$ cat config.mk
export PLATFORM = sky130hd
export DESIGN_NAME = cmd_queue_flat
export DESIGN_NICKNAME = d
export VERILOG_FILES = /design/src/rtl/cmd_queue_if.sv /design/src/rtl/cmd_queue.sv /design/src/flat_wrapper.sv
export SDC_FILE = /design/constraint.sdc
export NUM_CORES = 1
export LEC_CHECK = 0
export ABC_AREA = 1
export CELL_PAD_IN_SITES_DETAIL_PLACEMENT = 1
export CELL_PAD_IN_SITES_GLOBAL_PLACEMENT = 2
export CORE_AREA = 2 2 217 219
export CTS_CLUSTER_SIZE = 16
export DETAILED_ROUTE_END_ITERATION = 6
export DIE_AREA = 0 0 219 221
export PLACE_DENSITY = 0.88
export SYNTH_ARGS = -nofsm -noshare
export SYNTH_HDL_FRONTEND = slang
export SYNTH_SLANG_ARGS = --single-unit
export TNS_END_PERCENT = 10
$ cat constraint.sdc
create_clock -name i_clk -period 11.3 [get_ports i_clk]
set_input_delay 2.825 -clock i_clk [delete_from_list [all_inputs] [get_ports i_clk]]
set_output_delay 2.825 -clock i_clk [all_outputs]
set_load 0.03 [all_outputs]
$ cat src/rtl/cmd_queue_if.sv
// ---------------------------------------------------------------------------
// cmd_queue_if -- host/issuer side signal bundle for cmd_queue.
//
// A command (cmd_t) travels through this bundle as an opaque CMD_W-bit word;
// the queue never looks inside it.
//
// Signals:
//   i_wr_en      host push request
//   i_cmd        command written on an accepted push
//   o_full       queue holds DEPTH entries
//   i_rd         issuer pop request
//   o_cmd        head entry, first-word-fall-through
//   o_empty      queue holds no entries
//   o_count      occupancy, 0..DEPTH
//   i_flush      discard all entries
//   o_overflow   sticky: push attempted while full
//   o_underflow  sticky: pop attempted while empty
//
// Modports:
//   slave   -- the queue itself
//   master  -- the host/issuer side (drives requests, observes status)
// ---------------------------------------------------------------------------
interface cmd_queue_if #(
    parameter int DEPTH = 16,
    parameter int CMD_W = 32
);
    logic                     i_wr_en;
    logic [CMD_W-1:0]         i_cmd;
    logic                     o_full;
    logic                     i_rd;
    logic [CMD_W-1:0]         o_cmd;
    logic                     o_empty;
    logic [$clog2(DEPTH):0]   o_count;
    logic                     i_flush;
    logic                     o_overflow;
    logic                     o_underflow;

    modport slave (
        input  i_wr_en, i_cmd, i_rd, i_flush,
        output o_full, o_cmd, o_empty, o_count, o_overflow, o_underflow
    );

    modport master (
        output i_wr_en, i_cmd, i_rd, i_flush,
        input  o_full, o_cmd, o_empty, o_count, o_overflow, o_underflow
    );
endinterface

$ cat src/rtl/cmd_queue.sv
// ---------------------------------------------------------------------------
// cmd_queue -- first-word-fall-through command FIFO between a host and a
// command issuer.
//
// Parameters:
//   DEPTH  number of entries; must be a power of two >= 2 so the pointers
//          wrap naturally at DEPTH-1 -> 0
//   CMD_W  width of one command word
//
// Ports:
//   i_clk   single clock, rising edge
//   i_rstn  synchronous active-low reset
//   q       cmd_queue_if.slave bundle (push/pop/flush requests, head data,
//           occupancy and sticky error flags)
//
// Behaviour summary:
//   - push accepted iff i_wr_en && !o_full, pop accepted iff i_rd && !o_empty
//   - simultaneous accepted push and pop leave the count unchanged
//   - flush zeroes pointers and count, beats push/pop, leaves flags alone
//   - o_count/o_full/o_empty are registered; o_cmd is mem[rd_ptr]
// ---------------------------------------------------------------------------
module cmd_queue #(
    parameter int DEPTH = 16,
    parameter int CMD_W = 32
) (
    input  logic        i_clk,
    input  logic        i_rstn,
    cmd_queue_if.slave  q
);
    localparam int PTR_W = $clog2(DEPTH);
    localparam int CNT_W = PTR_W + 1;

    logic [CMD_W-1:0] mem [DEPTH];

    logic [PTR_W-1:0] wr_ptr;
    logic [PTR_W-1:0] rd_ptr;
    logic [CNT_W-1:0] count;
    logic             full;
    logic             empty;
    logic             overflow;
    logic             underflow;

    logic             push_ok;
    logic             pop_ok;
    logic [CNT_W-1:0] count_next;

    // Acceptance is gated on the registered full/empty, so a pop in the same
    // cycle never makes room for a push into a full queue (and vice versa).
    // A flush cycle accepts neither.
    // NOTE: every signal assigned in always_comb gets a default first so no
    // path leaves it unassigned and no latch is inferred.
    always_comb begin
        push_ok    = 1'b0;
        pop_ok     = 1'b0;
        count_next = count;
        if (!q.i_flush) begin
            push_ok = q.i_wr_en && !full;
            pop_ok  = q.i_rd && !empty;
        end
        if (push_ok && !pop_ok) begin
            count_next = count + CNT_W'(1);
        end else if (pop_ok && !push_ok) begin
            count_next = count - CNT_W'(1);
        end
    end

    // Control state. Reset is synchronous: it is sampled only on the edge.
    // NOTE: sequential state uses non-blocking assignments so every register
    // sees pre-edge values of the others, independent of statement order.
    always_ff @(posedge i_clk) begin
        if (!i_rstn) begin
            wr_ptr    <= '0;
            rd_ptr    <= '0;
            count     <= '0;
            full      <= 1'b0;
            empty     <= 1'b1;
            overflow  <= 1'b0;
            underflow <= 1'b0;
        end else begin
            // Sticky flags look at the request against the registered status.
            // A push offered during a flush is simply dropped, not an overflow.
            if (q.i_wr_en && full && !q.i_flush) begin
                overflow <= 1'b1;
            end
            if (q.i_rd && empty) begin
                underflow <= 1'b1;
            end

            if (q.i_flush) begin
                wr_ptr <= '0;
                rd_ptr <= '0;
                count  <= '0;
                full   <= 1'b0;
                empty  <= 1'b1;
            end else begin
                if (push_ok) begin
                    wr_ptr <= wr_ptr + PTR_W'(1);
                end
                if (pop_ok) begin
                    rd_ptr <= rd_ptr + PTR_W'(1);
                end
                count <= count_next;
                full  <= (count_next == CNT_W'(DEPTH));
                empty <= (count_next == '0);
            end
        end
    end

    // Storage array.
    // NOTE: the memory has no reset; pointers and count define which entries
    // are valid, so clearing the array would only cost logic and routing.
    always_ff @(posedge i_clk) begin
        if (i_rstn && push_ok) begin
            mem[wr_ptr] <= q.i_cmd;
        end
    end

    assign q.o_cmd       = mem[rd_ptr];
    assign q.o_count     = count;
    assign q.o_full      = full;
    assign q.o_empty     = empty;
    assign q.o_overflow  = overflow;
    assign q.o_underflow = underflow;

endmodule

$ cat src/flat_wrapper.sv
// flat-port wrapper written by rule: the top's interface ports become plain ports
module cmd_queue_flat 
#(
    parameter int DEPTH = 16,
    parameter int CMD_W = 32
)
  (i_clk, i_rstn, q_i_wr_en, q_i_cmd, q_i_rd, q_i_flush, q_o_full, q_o_cmd, q_o_empty, q_o_count, q_o_overflow, q_o_underflow);
  cmd_queue_if #(.DEPTH(DEPTH), .CMD_W(CMD_W)) q_i ();
  input  logic i_clk;
  input  logic i_rstn;
  input wire logic [$bits(q_i.i_wr_en)-1:0] q_i_wr_en;
  input wire logic [$bits(q_i.i_cmd)-1:0] q_i_cmd;
  input wire logic [$bits(q_i.i_rd)-1:0] q_i_rd;
  input wire logic [$bits(q_i.i_flush)-1:0] q_i_flush;
  output wire logic [$bits(q_i.o_full)-1:0] q_o_full;
  output wire logic [$bits(q_i.o_cmd)-1:0] q_o_cmd;
  output wire logic [$bits(q_i.o_empty)-1:0] q_o_empty;
  output wire logic [$bits(q_i.o_count)-1:0] q_o_count;
  output wire logic [$bits(q_i.o_overflow)-1:0] q_o_overflow;
  output wire logic [$bits(q_i.o_underflow)-1:0] q_o_underflow;
  assign q_i.i_wr_en = q_i_wr_en;
  assign q_i.i_cmd = q_i_cmd;
  assign q_i.i_rd = q_i_rd;
  assign q_i.i_flush = q_i_flush;
  assign q_o_full = q_i.o_full;
  assign q_o_cmd = q_i.o_cmd;
  assign q_o_empty = q_i.o_empty;
  assign q_o_count = q_i.o_count;
  assign q_o_overflow = q_i.o_overflow;
  assign q_o_underflow = q_i.o_underflow;
  cmd_queue #(.DEPTH(DEPTH), .CMD_W(CMD_W)) u_core (.i_clk(i_clk), .i_rstn(i_rstn), .q(q_i));
endmodule
==> metrics.md <==
| Metric | Value |
|---|---|
| Status | `finished, final reports clean` |
| Final nets | `1618` |
| Final HPWL from detailed placement | `30500 µm` |
| Fill cells | `4509` |
| CP max stage cell | `buf_4` |
| Starting density of the core | `46.5%` |
| Headroom to the max-slew limit | `6.59%` |
| First-pass GRT wire length | `82400 µm` |
| CTS Buf Count | `54` |
| Lkg Pwr | `0.00784 µW` |
| DR iter-0 viols | `1007` |
| Final min period | `6880 ps` |
| Multi-input gate area | `0.00466 mm²` |
| GR Overflow Total | `0` |
| Crit path arrival time | `4050 ps` |
| CTS tree | `built` |
| DRT Pass-1 Iters | `5` |
| Clk network pwr share | `44.2%` |
| Post-CTS setup buffers | `0` |
| Pin count of the biggest net entering global routing | `110` |
| Setup CP Type | `flip-flop to output port` |
| Area growth syn-to-layout | `14.0%` |
| Synth area leader | `edfxtp_1` |
| TNS Setup | `0 ps` |
| PortBufs | `77` |
| Synthesized area | `0.0214 mm²` |
| Crit share post-route | `60.9%` |
| Post-CTS sizing | `0` |
| Pre-CTS WS | `4890 ps` |
| Crit Path Max Fanout | `109` |
| Storage element area | `0.0158 mm²` |
| Cell area power density | `166 mW/mm²` |
| Largest delay share family, worst path | `buffers and inverters` |
| Switch Pwr | `829 µW` |
| Final ANT Viol Nets | `0` |
| Share of layout cells above drive strength 1 | `6.86%` |
| Total Wirelength | `53900 µm` |
| Die Ht | `221 µm` |
| Max Cap Viol | `0` |
| Hold/Removal Path Class | `flip-flop to flip-flop` |
| Number of global-route vias before repair | `13700` |
| Synth Warn # | `0` |
| RSZ-0062 raised after global routing | `no` |
| Yosys top cell area share | `71.7%` |
| Mean Syn Cell Area | `14.1 µm²` |
| Combinational power share | `2.3%` |
| Library cells used by synthesis | `26` |
| Reg2Reg Setup Slack | `8450 ps` |
| Die area | `0.0484 mm²` |
| Io pins | `78` |
| Initial antenna violation count | `0` |
| Clock Latency Late Sink | `610 ps` |
| Syn Inst Count | `1522` |
| Clk sink count | `533` |
| Clk root buf | `clkbuf_16` |
| Clock Pin Slew Worst Setup and Hold Paths | `60 ps` |
| Vias | `12700` |
| CP bufs+invs | `2` |
| Startpoint types | `flip-flop` |
| WP depth | `6` |
| Hold path depth | `1` |
| WL/cell | `24.2 µm` |
| Placer Congestion | `0.804` |
| Clock Tree Buf Depth | `3` |
| Core Area | `0.0461 mm²` |
| Cells on worst reg2reg path | `5` |
| Placed instance count | `2125` |
| Antenna cells | `0` |
| Most common cell after layout, fill and taps aside | `edfxtp_1` |
| Worst hold slack | `454 ps` |
| Register share of total power | `53.5%` |
| Finished Layout Cells | `2226` |
| Worst-Margin Slew | `1400 ps` |
| Cells taking the most area after synthesis | `edfxtp_1 (72%), mux2i_1 (5.7%), o211ai_1 (4.5%)` |
| Finish-stage setup viols | `0` |
| DRC | `0` |
| Floorplan row count | `79` |
| Vias per cell | `5.71` |
| Net Sw Frac | `20.4%` |
| Die width | `219 µm` |
| Gr usage total | `22.5%` |
| Clock Skews | `17.9 ps` |
| Critical Path RT | `8480 ps` |
| Worst Setup End Kind | `output port` |
| Maximum VDD drop | `0.000126 V` |
| Most frequent cells in the layout | `edfxtp_1 (512), o21ai_0 (157), inv_1 (155), a21oi_1 (144), o211ai_1 (128)` |
| Post-synthesis register bit count | `533` |
| Internal | `3230 µW` |
| CTS HTree Levels | `2` |
| Hold buffers post-CTS | `0` |
| Largest stage delay, worst path | `1010 ps` |
| Setup ws final | `4420 ps` |
| Slew Viols, Final | `0` |
| Seq/Total Area, Yosys | `73.7%` |
| Final hold vios | `0` |
| Crit-path cells | `buf_4, mux2i_1, o21ai_0, o211ai_1, nand2_1, clkdlybuf4s50_1` |
| Fmax | `145 MHz` |
| Mapped Nets | `1566` |
metrics by stage:
step           utilization [%]  power [µW]  instance area [µm²]
3_3_place_gp              49.2        2300                22700
6_report                  53.1        4060                24400
3_5_place_dp              49.2        2310                22700
5_1_grt                   53.1        4160                24400
4_1_cts                   53.1        4080                24400
2_1_floorplan                -        2250                21400
path summary, 6_finish.rpt:
check                                start                          end
max                              flip-flop                   q_o_cmd[5]
min          u_core.rd_ptr[3]$_SDFFE_PP0N_                    flip-flop
max reg2reg     u_core.q.o_full$_SDFF_PP0_  u_core.mem[0][27]$_DFFE_PP_
min reg2reg  u_core.rd_ptr[3]$_SDFFE_PP0N_                    flip-flop
final cells by class:
class	count	area share, %
repair buffers	89	3.52
inverters	159	2.45
clock buffers	66	5.80
multi-input cells	737	19.0
clock inverters	35	1.39
flip-flops and latches	533	64.7
well taps	607	3.11
cell usage after synthesis:
library cell	number
clkbuf_1	40
nand2_1	84
nand4_1	1
buf_4	12
clkinv_1	1
edfxtp_1	512
inv_2	1
inv_1	157
o21ai_1	9
buf_6	10
nand3_1	49
o211ai_1	128
ha_1	7
dfxtp_1	21
buf_8	2
nor2_1	31
nor3_1	1
a21oi_1	144
buf_1	17
and3_1	1
a31oi_1	1
xor2_1	2
o21ai_0	157
buf_2	12
nor4_1	1
mux2i_1	121
logic make-up (layout without fill, tap and decap cells):
kind of cell / count (synthesis) / count (layout) / synth area share (%)
AND/OR/NAND/NOR: 168 / 168 / 3.27
flip-flops: 533 / 533 / 73.7
buffers and inverters: 252 / 349 / 5.15
multiplexers: 121 / 121 / 5.65
XOR/XNOR: 2 / 2 / 0.0817
AO/OA/AOI/OAI: 439 / 439 / 11.8
adder cells (fa/ha/maj): 7 / 7 / 0.409
power by group through the flow:
| stage | registers [µW] | logic, µW | clock network [µW] |
|---|---|---|---|
| finish | 2170 | 93.0 | 1790 |
| global route | 2170 | 99.8 | 1880 |
| CTS | 2170 | 93.9 | 1820 |
| detailed placement | 2210 | 93.5 | 0 |
| global placement | 2210 | 89.5 | 0 |
| floorplan | 2220 | 30.3 | 0 |
layer usage:
layer	GRT usage (%)	share of wire (%)	vias to the layer above
li1	-	-	5755
met1	28.9	42	6512
met2	38.6	50	342
met3	3.02	4.3	105
met4	9.13	3.5	0
met5	0	0	-
state kept, by name, summed over array words and instances (netlist names), named ones only:
name,count
u_core.mem,512
u_core.q.o_full,1
u_core.q.o_count,5
u_core.wr_ptr,4
u_core.q.o_empty,1
u_core.q.o_underflow,1
u_core.q.o_overflow,1
u_core.rd_ptr,4
Power figures use the tool's default switching activity.
